### src/rtl/vga_rect_fill_if.sv
// Command and frame-buffer write bundle for vga_rect_fill.
// master drives rectangle commands; slave is the filler that answers with pixel writes.
interface vga_rect_fill_if #(
   parameter int COORD_W = 11
);
   logic               cmd_valid_i;
   logic               cmd_ready_o;
   logic [COORD_W-1:0] cmd_x_i;
   logic [COORD_W-1:0] cmd_y_i;
   logic [COORD_W-1:0] cmd_w_i;
   logic [COORD_W-1:0] cmd_h_i;
   logic [1:0]         cmd_color_i;
   logic               abort_i;
   logic [COORD_W-1:0] addr_x_o;
   logic [COORD_W-1:0] addr_y_o;
   logic [1:0]         color_o;
   logic               we_o;
   logic               busy_o;
   logic               done_o;

   modport master (
      output cmd_valid_i, cmd_x_i, cmd_y_i, cmd_w_i, cmd_h_i, cmd_color_i, abort_i,
      input  cmd_ready_o, addr_x_o, addr_y_o, color_o, we_o, busy_o, done_o
   );

   modport slave (
      input  cmd_valid_i, cmd_x_i, cmd_y_i, cmd_w_i, cmd_h_i, cmd_color_i, abort_i,
      output cmd_ready_o, addr_x_o, addr_y_o, color_o, we_o, busy_o, done_o
   );
endinterface

### src/rtl/vga_rect_fill.sv
// Rectangle filler: one frame-buffer write per cycle in raster order per accepted command.
// Define VGA_RECT_CLIP_EN to clamp rectangles to the MAX_H x MAX_V visible area.
module vga_rect_fill #(
   parameter int COORD_W = 11,
   parameter int MAX_H   = 800,
   parameter int MAX_V   = 600
) (
   input  logic           clk_i,
   input  logic           arstn_i,
   vga_rect_fill_if.slave bus
);

   localparam logic [1:0] S_IDLE = 2'd0;
   localparam logic [1:0] S_FILL = 2'd1;
   localparam logic [1:0] S_DONE = 2'd2;
   localparam logic [COORD_W-1:0] C_ONE = COORD_W'(1);

   if (MAX_H >= (1 << COORD_W) || MAX_V >= (1 << COORD_W)) begin : g_bad_limits
      $error("vga_rect_fill: MAX_H and MAX_V must be below 2**COORD_W");
   end

   logic [1:0]         state;
   logic [COORD_W-1:0] x0_r, y0_r, w_r, h_r;
   logic [COORD_W-1:0] x_cnt, y_cnt;
   logic [COORD_W-1:0] addr_x_p1, addr_y_p1;
   logic [1:0]         color_p1;
   logic               vld_p1, ready_p1, busy_p1, done_p1;

   logic [COORD_W-1:0] w_eff, h_eff;
   logic [COORD_W-1:0] x_cnt_nxt, y_cnt_nxt;
   logic               hs, cmd_empty, last_x, last_px;

`ifdef VGA_RECT_CLIP_EN
   // Saturate a run length to the room left before the visible edge.
   function automatic logic [COORD_W-1:0] clip_len(
      input logic [COORD_W-1:0] org,
      input logic [COORD_W-1:0] len,
      input int                 lim
   );
      logic [COORD_W-1:0] room;
      room = COORD_W'(lim) - org;
      return (len > room) ? room : len;
   endfunction

   assign w_eff = (bus.cmd_x_i >= COORD_W'(MAX_H)) ? '0 : clip_len(bus.cmd_x_i, bus.cmd_w_i, MAX_H);
   assign h_eff = (bus.cmd_y_i >= COORD_W'(MAX_V)) ? '0 : clip_len(bus.cmd_y_i, bus.cmd_h_i, MAX_V);
`else
   assign w_eff = bus.cmd_w_i;
   assign h_eff = bus.cmd_h_i;
`endif

   assign hs        = bus.cmd_valid_i && ready_p1;
   assign cmd_empty = (w_eff == '0) || (h_eff == '0);
   assign last_x    = (x_cnt == w_r - C_ONE);
   assign last_px   = last_x && (y_cnt == h_r - C_ONE);
   assign x_cnt_nxt = last_x ? '0 : x_cnt + C_ONE;
   assign y_cnt_nxt = last_x ? y_cnt + C_ONE : y_cnt;

   // p1: registered write port and status; addresses wrap modulo 2^COORD_W
   always_ff @(posedge clk_i or negedge arstn_i) begin
      if (!arstn_i) begin
         state     <= S_IDLE;
         x0_r      <= '0;
         y0_r      <= '0;
         w_r       <= '0;
         h_r       <= '0;
         x_cnt     <= '0;
         y_cnt     <= '0;
         addr_x_p1 <= '0;
         addr_y_p1 <= '0;
         color_p1  <= '0;
         vld_p1    <= 1'b0;
         ready_p1  <= 1'b1;
         busy_p1   <= 1'b0;
         done_p1   <= 1'b0;
      end else begin
         case (state)
            S_IDLE: begin
               if (hs) begin
                  x0_r     <= bus.cmd_x_i;
                  y0_r     <= bus.cmd_y_i;
                  w_r      <= w_eff;
                  h_r      <= h_eff;
                  color_p1 <= bus.cmd_color_i;
                  x_cnt    <= '0;
                  y_cnt    <= '0;
                  ready_p1 <= 1'b0;
                  if (cmd_empty) begin
                     state   <= S_DONE;
                     done_p1 <= 1'b1;
                  end else begin
                     state     <= S_FILL;
                     busy_p1   <= 1'b1;
                     vld_p1    <= 1'b1;
                     addr_x_p1 <= bus.cmd_x_i;
                     addr_y_p1 <= bus.cmd_y_i;
                  end
               end
            end
            S_FILL: begin
               if (bus.abort_i || last_px) begin
                  vld_p1    <= 1'b0;
                  busy_p1   <= 1'b0;
                  addr_x_p1 <= '0;
                  addr_y_p1 <= '0;
                  if (bus.abort_i) begin
                     state    <= S_IDLE;
                     ready_p1 <= 1'b1;
                  end else begin
                     state   <= S_DONE;
                     done_p1 <= 1'b1;
                  end
               end else begin
                  x_cnt     <= x_cnt_nxt;
                  y_cnt     <= y_cnt_nxt;
                  addr_x_p1 <= x0_r + x_cnt_nxt;
                  addr_y_p1 <= y0_r + y_cnt_nxt;
               end
            end
            S_DONE: begin
               state    <= S_IDLE;
               done_p1  <= 1'b0;
               ready_p1 <= 1'b1;
            end
            default: begin
               state     <= S_IDLE;
               vld_p1    <= 1'b0;
               busy_p1   <= 1'b0;
               done_p1   <= 1'b0;
               ready_p1  <= 1'b1;
               addr_x_p1 <= '0;
               addr_y_p1 <= '0;
            end
         endcase
      end
   end

   assign bus.cmd_ready_o = ready_p1;
   assign bus.addr_x_o    = addr_x_p1;
   assign bus.addr_y_o    = addr_y_p1;
   assign bus.color_o     = color_p1;
   assign bus.we_o        = vld_p1;
   assign bus.busy_o      = busy_p1;
   assign bus.done_o      = done_p1;

endmodule

### src/flat_wrapper.sv
// flat-port wrapper written by rule: the top's interface ports become plain ports
module vga_rect_fill_flat 
#(
   parameter int COORD_W = 11,
   parameter int MAX_H   = 800,
   parameter int MAX_V   = 600
)
  (clk_i, arstn_i, bus_cmd_valid_i, bus_cmd_x_i, bus_cmd_y_i, bus_cmd_w_i, bus_cmd_h_i, bus_cmd_color_i, bus_abort_i, bus_cmd_ready_o, bus_addr_x_o, bus_addr_y_o, bus_color_o, bus_we_o, bus_busy_o, bus_done_o);
  vga_rect_fill_if #(.COORD_W(COORD_W)) bus_i ();
  input  logic clk_i;
  input  logic arstn_i;
  input wire logic [$bits(bus_i.cmd_valid_i)-1:0] bus_cmd_valid_i;
  input wire logic [$bits(bus_i.cmd_x_i)-1:0] bus_cmd_x_i;
  input wire logic [$bits(bus_i.cmd_y_i)-1:0] bus_cmd_y_i;
  input wire logic [$bits(bus_i.cmd_w_i)-1:0] bus_cmd_w_i;
  input wire logic [$bits(bus_i.cmd_h_i)-1:0] bus_cmd_h_i;
  input wire logic [$bits(bus_i.cmd_color_i)-1:0] bus_cmd_color_i;
  input wire logic [$bits(bus_i.abort_i)-1:0] bus_abort_i;
  output wire logic [$bits(bus_i.cmd_ready_o)-1:0] bus_cmd_ready_o;
  output wire logic [$bits(bus_i.addr_x_o)-1:0] bus_addr_x_o;
  output wire logic [$bits(bus_i.addr_y_o)-1:0] bus_addr_y_o;
  output wire logic [$bits(bus_i.color_o)-1:0] bus_color_o;
  output wire logic [$bits(bus_i.we_o)-1:0] bus_we_o;
  output wire logic [$bits(bus_i.busy_o)-1:0] bus_busy_o;
  output wire logic [$bits(bus_i.done_o)-1:0] bus_done_o;
  assign bus_i.cmd_valid_i = bus_cmd_valid_i;
  assign bus_i.cmd_x_i = bus_cmd_x_i;
  assign bus_i.cmd_y_i = bus_cmd_y_i;
  assign bus_i.cmd_w_i = bus_cmd_w_i;
  assign bus_i.cmd_h_i = bus_cmd_h_i;
  assign bus_i.cmd_color_i = bus_cmd_color_i;
  assign bus_i.abort_i = bus_abort_i;
  assign bus_cmd_ready_o = bus_i.cmd_ready_o;
  assign bus_addr_x_o = bus_i.addr_x_o;
  assign bus_addr_y_o = bus_i.addr_y_o;
  assign bus_color_o = bus_i.color_o;
  assign bus_we_o = bus_i.we_o;
  assign bus_busy_o = bus_i.busy_o;
  assign bus_done_o = bus_i.done_o;
  vga_rect_fill #(.COORD_W(COORD_W), .MAX_H(MAX_H), .MAX_V(MAX_V)) u_core (.clk_i(clk_i), .arstn_i(arstn_i), .bus(bus_i));
endmodule
### config.mk
export PLATFORM = sky130hd
export DESIGN_NAME = vga_rect_fill_flat
export DESIGN_NICKNAME = d
export VERILOG_FILES = /design/src/rtl/vga_rect_fill_if.sv /design/src/rtl/vga_rect_fill.sv /design/src/flat_wrapper.sv
export SDC_FILE = /design/constraint.sdc
export NUM_CORES = 1
export LEC_CHECK = 0
export CAP_MARGIN = 0
export CELL_PAD_IN_SITES_DETAIL_PLACEMENT = 0
export CELL_PAD_IN_SITES_GLOBAL_PLACEMENT = 1
export CORE_MARGIN = 3
export CORE_UTILIZATION = 38
export DETAILED_ROUTE_END_ITERATION = 10
export PLACE_DENSITY_LB_ADDON = 0.1
export SLEW_MARGIN = 20
export SYNTH_ARGS = -nofsm -noshare
export SYNTH_HDL_FRONTEND = slang
export SYNTH_SLANG_ARGS = --single-unit
### constraint.sdc
create_clock -name clk_i -period 4.5 [get_ports clk_i]
set_input_delay 0.9 -clock clk_i [delete_from_list [all_inputs] [get_ports clk_i]]
set_output_delay 0.9 -clock clk_i [all_outputs]
set_load 0.03 [all_outputs]
Word level (Yosys, flattened, before mapping):

Cells that the tools add are included.

* logic and storage cells: 79
* register bits: 95
* input bits: 50
* output and inout port bits: 28

* muxes and demuxes: 33
* reductions and logical operators: 15
* add/subtract/negate cells: 6
* bitwise gates (word level): 1
* eq/ne operators: 11

Operators with widths (number)
* $mux 11: 11
* $pmux 11 s3: 2
* $pmux 11 s2: 2
* $add 11x1->11 const B: 2
* $add 11x11->11: 2
* $eq 11x11->1: 2
* $logic_not 11->1: 2
* $sub 11x1->11 const B: 2
* $mux 1: 10
* $reduce_and 3->1: 3
* $mux 2: 4
* $ne 2x2->1 const B: 4
* $reduce_and 4->1: 2
* $ne 2x1->1 const B: 3
* $pmux 1 s2: 2
* $pmux 2 s2: 1
* $reduce_and 2->1: 2
* $pmux 1 s3: 1
* $eq 2x1->1 const B: 1
* $eq 2x2->1 const B: 1
* $logic_and 1x1->1: 2
* $logic_not 2->1: 1
* $logic_or 1x1->1: 2
* $reduce_bool 2->1: 1
* $not 1->1: 1

Logic depth before layout (Yosys ltp):

* word-level depth: 6
* gate-level depth with buffers: 24
* depth with buffers taken out: 21

Worst setup path before layout:

No wires, ideal clock.

* path type: flip-flop to flip-flop
* from: reg u_core.w_r[0]
* to: reg u_core.addr_y_p1[10] (netlist: u_core.bus.addr_y_o[10])
* clock period less this slack: 4.794 ns
* setup time: 0.135 ns
* path buffers: 3
* required time: 4.365 ns
* setup slack: -0.294 ns
* cell stages (with the launch flop): 25
* data arrival time: 4.659 ns
* path through: dfrtp_1 -> inv_1 -> ha_1 -> nor4b_4 -> xnor2_1 -> or4_1 -> a221o_1 -> nor3_2 -> buf_4 -> clkbuf_1 -> buf_2 -> xor2_1 -> ha_1 -> inv_1 -> fa_1 -> nor2b_1 -> o21ai_0 -> a21boi_0 -> o21ai_0 -> nand2b_1 -> a21o_1 -> a21o_1 -> a31oi_1 -> xnor2_1 -> o21ai_0

* cells in the longest elaborated chain, start to end: 6
* elaborated cells between the ends (all ways): 8
* those cells by class: 2 x add/sub; 1 x eq/ne; 3 x mux; 2 x reduce/logical

RTL lines
* start, declared: RTL line vga_rect_fill.sv:23 `logic [COORD_W-1:0] x0_r, y0_r, w_r, h_r;`
* start signal, assigned: RTL line vga_rect_fill.sv:82 `w_r <= w_eff;`
* $sub 11x1->11 *: RTL line vga_rect_fill.sv:54 `assign last_x = (x_cnt == w_r - C_ONE);`
* $eq 11x11->1 *: RTL line vga_rect_fill.sv:54
* $mux 11 or $logic_and 1x1->1 (tied branches): RTL line vga_rect_fill.sv:57, vga_rect_fill.sv:55
* $add 11x11->11 or $logic_or 1x1->1 (tied branches): RTL line vga_rect_fill.sv:117, vga_rect_fill.sv:101
* $mux 11 *: RTL line vga_rect_fill.sv:101 `if (bus.abort_i || last_px) begin`
* $pmux 11 s3 *: RTL line vga_rect_fill.sv:77 `case (state)`
* end signal, assigned: RTL line vga_rect_fill.sv:96 `addr_y_p1 <= bus.cmd_y_i;`
* end signal, assigned: RTL line vga_rect_fill.sv:117 `addr_y_p1 <= y0_r + y_cnt_nxt;`
* end, declared: RTL line vga_rect_fill.sv:25 `logic [COORD_W-1:0] addr_x_p1, addr_y_p1;`

Every way passes the cells marked *; elsewhere a longest branch is shown, timed or not.
A chain may end at the register's enable or synchronous reset.

Worst setup path after layout:

* from: reg u_core.w_r[2]
* to: reg u_core.addr_y_p1[9] (netlist: u_core.bus.addr_y_o[9])

The elaborated chain is that of the path after synthesis.

==> impl_metrics.json <==
{
  "crit_arrival_ps": 4460,
  "hold_violations": 0,
  "num_vias": 5296,
  "holdPathStages": 2,
  "clkSlewWorstSetupHoldPaths_ps": 70,
  "die-area_mm2": 0.0172,
  "worst_slack_ps": 262,
  "crit_path_end_kind": "register",
  "wl_per_cell_um": 16.0,
  "crit_path_start_kind": "register",
  "synth_area_leaders": "dfrtp_1, nand2_1, xnor2_1, o21ai_0, ha_1",
  "slew_headroom_pct": 31.2,
  "syn_area_per_cell_um2": 8.35,
  "synth_async_sr_flop_share_pct": 100,
  "antennaDiodeCount": 0,
  "drc": 0,
  "p_switching_w": 0.000374,
  "crit_chain": "nor3_4 -> a21boi_1 -> or4_1 -> a221o_1 -> nor3_4 -> buf_6 -> mux2i_4 -> inv_2 -> ha_1 -> a21o_1 -> a21oi_2 -> o21ai_2 -> a21oi_2 -> o21bai_1 -> a21o_1 -> a21o_1 -> a21oi_2 -> xor2_1 -> o21ai_1",
  "tns_ps": 0,
  "drv_slew": 0,
  "power_frac_seq_pct": 49.8,
  "worstHoldEndpoint": "u_core.bus.addr_x_o[1]$_DFFE_PN0P_",
  "reg2reg_to": "u_core.bus.addr_y_o[9]$_DFFE_PN0P_",
  "syn-instance-count": 713,
  "synth_cell_types": 62,
  "drt_pre_antenna_iters": 4,
  "synth_top_area_cell": "dfrtp_1",
  "seq_area_frac_synth_pct": 40.0,
  "ff2ff_setup_slack_ps": 260,
  "maxCapViolations": 0,
  "drive_gt1_share_pct": 10.3,
  "cts_tree": "built",
  "irDropWorstVdd_mv": 0.189,
  "path_max_fanout": 6,
  "syn_area_mm2": 0.00595,
  "synth_warnings": 0,
  "clockPowerShare_pct": 45.8,
  "area_growth_pct": 26.3,
  "netlist.area_leader.share_pct": 39.5,
  "syn_nets": 785,
  "dp_slack_ps": -86.0,
  "p_sw_share_pct": 21.8,
  "routed_via_density": 5.22,
  "numCtsBuffers": 9,
  "synth_enable_flop_cells": 0,
  "fin_crit_ps": 4240,
  "setup_violations": 0,
  "drtAntennaViolNets": 0,
  "hpwlAfterDp_um": 11800,
  "port_buffers": 77,
  "clk_latency_ps": 350,
  "fin_crit_sh_pct": 94.2,
  "cts_hold_buffers": 0,
  "nets": 870,
  "slowest_delay_ps": 500,
  "die_h_um": 131,
  "rr_startpoint": "u_core.w_r[2]$_DFFE_PN0P_",
  "routed_wirelength_um": 16200,
  "htree_levels": 3,
  "worstPathRequired_ps": 4730,
  "first_iter_violations": 262,
  "crit_slowest_cell": "or4_1",
  "fin_skew_ps": 5.83,
  "reg2regPathDepth": 19,
  "routabilityCongestion": 0.832,
  "status": "finished, final reports clean",
  "grtUsageTotal_pct": 19.2,
  "antenna_found_initial": 0,
  "synthTopCellsByCount": "nand2_1, dfrtp_1, o21ai_0",
  "root_buffer": "clkbuf_16",
  "ys_seq_elements": 95,
  "p_int_w": 0.00134,
  "crit_type": "reg -> reg",
  "crit_family": "compound AO/OA/AOI/OAI gates",
  "overflow": 0,
  "power_frac_comb_pct": 4.4,
  "cp_num_buf_inv": 2,
  "tightest_slew_ps": 1030,
  "power_density_mw_per_mm2": 228,
  "start_util_pct": 39.0,
  "grt_max_degree": 58,
  "clk_path_buf_depth": 2,
  "core_mm2": 0.0153,
  "clock_sinks": 95,
  "hold_class": "reg -> reg",
  "fmax_mhz": 236,
  "p_leak_nw": 3.47,
  "rows": 45,
  "dieWidth_um": 131,
  "grt_pass1_vias": 5406,
  "yosysMostFrequentCell": "nand2_1",
  "grt_pass1_wl_um": 27200,
  "hp-start": "u_core.bus.addr_x_o[1]$_DFFE_PN0P_",
  "ios": 78,
  "synth_ff_type": "dfrtp_1",
  "final_util_pct": 49.3
}
[state kept, by name, indices dropped and copies added (netlist names), 2 cells and up]
| name | flops |
|---|---|
| u_core.bus.addr_x_o | 11 |
| u_core.bus.addr_y_o | 11 |
| u_core.h_r | 11 |
| u_core.w_r | 11 |
| u_core.x0_r | 11 |
| u_core.x_cnt | 11 |
| u_core.y0_r | 11 |
| u_core.y_cnt | 11 |
| u_core.bus.color_o | 2 |
| u_core.state | 2 |
[worst max-delay path by stage]
stage               depth (start not counted)                                   to                       from
finish                                     19   u_core.bus.addr_y_o[9]$_DFFE_PN0P_  u_core.w_r[2]$_DFFE_PN0P_
global route                               22   u_core.bus.addr_y_o[8]$_DFFE_PN0P_  u_core.w_r[1]$_DFFE_PN0P_
CTS                                        21   u_core.bus.addr_y_o[9]$_DFFE_PN0P_  u_core.w_r[0]$_DFFE_PN0P_
detailed placement                         19   u_core.bus.addr_y_o[9]$_DFFE_PN0P_  u_core.w_r[2]$_DFFE_PN0P_
global placement                           21   u_core.bus.addr_y_o[9]$_DFFE_PN0P_  u_core.w_r[0]$_DFFE_PN0P_
floorplan                                  24  u_core.bus.addr_y_o[10]$_DFFE_PN0P_  u_core.w_r[0]$_DFFE_PN0P_
[worst reg2reg max path, delay by kind of cell, from the launching register on]
family | cells | cell delay (ps)
AOI/OAI and AO/OA | 11 | 1780
xor gates and xnor gates | 1 | 170
adders and majority gates | 1 | 270
buffers and inverters | 2 | 210
DFF | 1 | 470
muxes | 1 | 250
and+or+nand+nor | 3 | 960
[timing repair]
item	in CTS	in global routing
buffers inserted	2	8
endpoints found under the setup margin	1	8
pin swaps	3	16
hold endpoints to repair	0	0
gates resized for setup	3	26
[placed cells by master (no fill, tap or decap), types with 4 or more instances in the layout]
cell type        instances
nand2_1                158
dfrtp_1                 94
clkdlybuf4s50_1         76
o21ai_0                 59
nor2_1                  42
xnor2_1                 38
buf_4                   36
xor2_1                  25
nand3_1                 22
a21oi_1                 20
inv_1                   19
ha_1                    18
a22oi_1                 15
a21o_1                  14
o31ai_1                 12
nand2b_1                10
nor3_1                   9
clkbuf_16                9
nor2b_1                  8
and3_1                   7
o21ai_1                  6
a31oi_1                  6
or3_1                    5
mux2i_1                  5
nor4_1                   5
nand4_1                  4
a21oi_2                  4
o22ai_1                  4
[area by class of cell]
cell class                      count  area (µm²)
Multi-Input combinational cell    556        3450
Clock inverter                      5        57.6
Inverter                           23        86.3
Clock buffer                       11         243
Tap cell                          211         264
Sequential cell                    95        2380
Fill cell                        1495        7740
Timing Repair Buffer              113        1040
[cell families after synthesis]
family,after synthesis,share of synthesized area (%)
muxes,6,1.01
xor gates and xnor gates,65,9.56
adders and majority gates,22,4.88
AOI/OAI and AO/OA,171,18.2
DFF,95,40.0
and+or+nand+nor,292,22.1
buffers and inverters,62,4.31
[per-layer routing]
metal	vias up	GRT usage (%)	share of wire (%)
li1	2630	-	-
met3	16	2.53	1.7
met1	2601	24.0	45
met5	-	0	0
met2	49	34.3	52
met4	0	6.48	1.6
[per-stage QoR]
step / hold slack (ps) / instances / power [W] / area (µm²)
after floorplan: 450 / 713 / 0.000875 / 5990
final: 489 / 1014 / 0.00172 / 7520
after global placement: 462 / 988 / 0.000947 / 7050
after CTS: 491 / 1006 / 0.00175 / 7380
after detailed placement: 468 / 988 / 0.000947 / 7050
after global routing: 517 / 1014 / 0.00179 / 7520
[power by group through the flow]
stage	clock (W)	sequential, W	combinational, W
final	0.000786	0.000854	0.0000756
after global routing	0.000853	0.000853	0.0000834
after CTS	0.000815	0.000853	0.0000777
after detailed placement	0	0.000870	0.0000774
after global placement	0	0.000870	0.0000768
after floorplan	0	0.000870	0.00000493
Note: power is estimated with default switching activity, not from simulation.
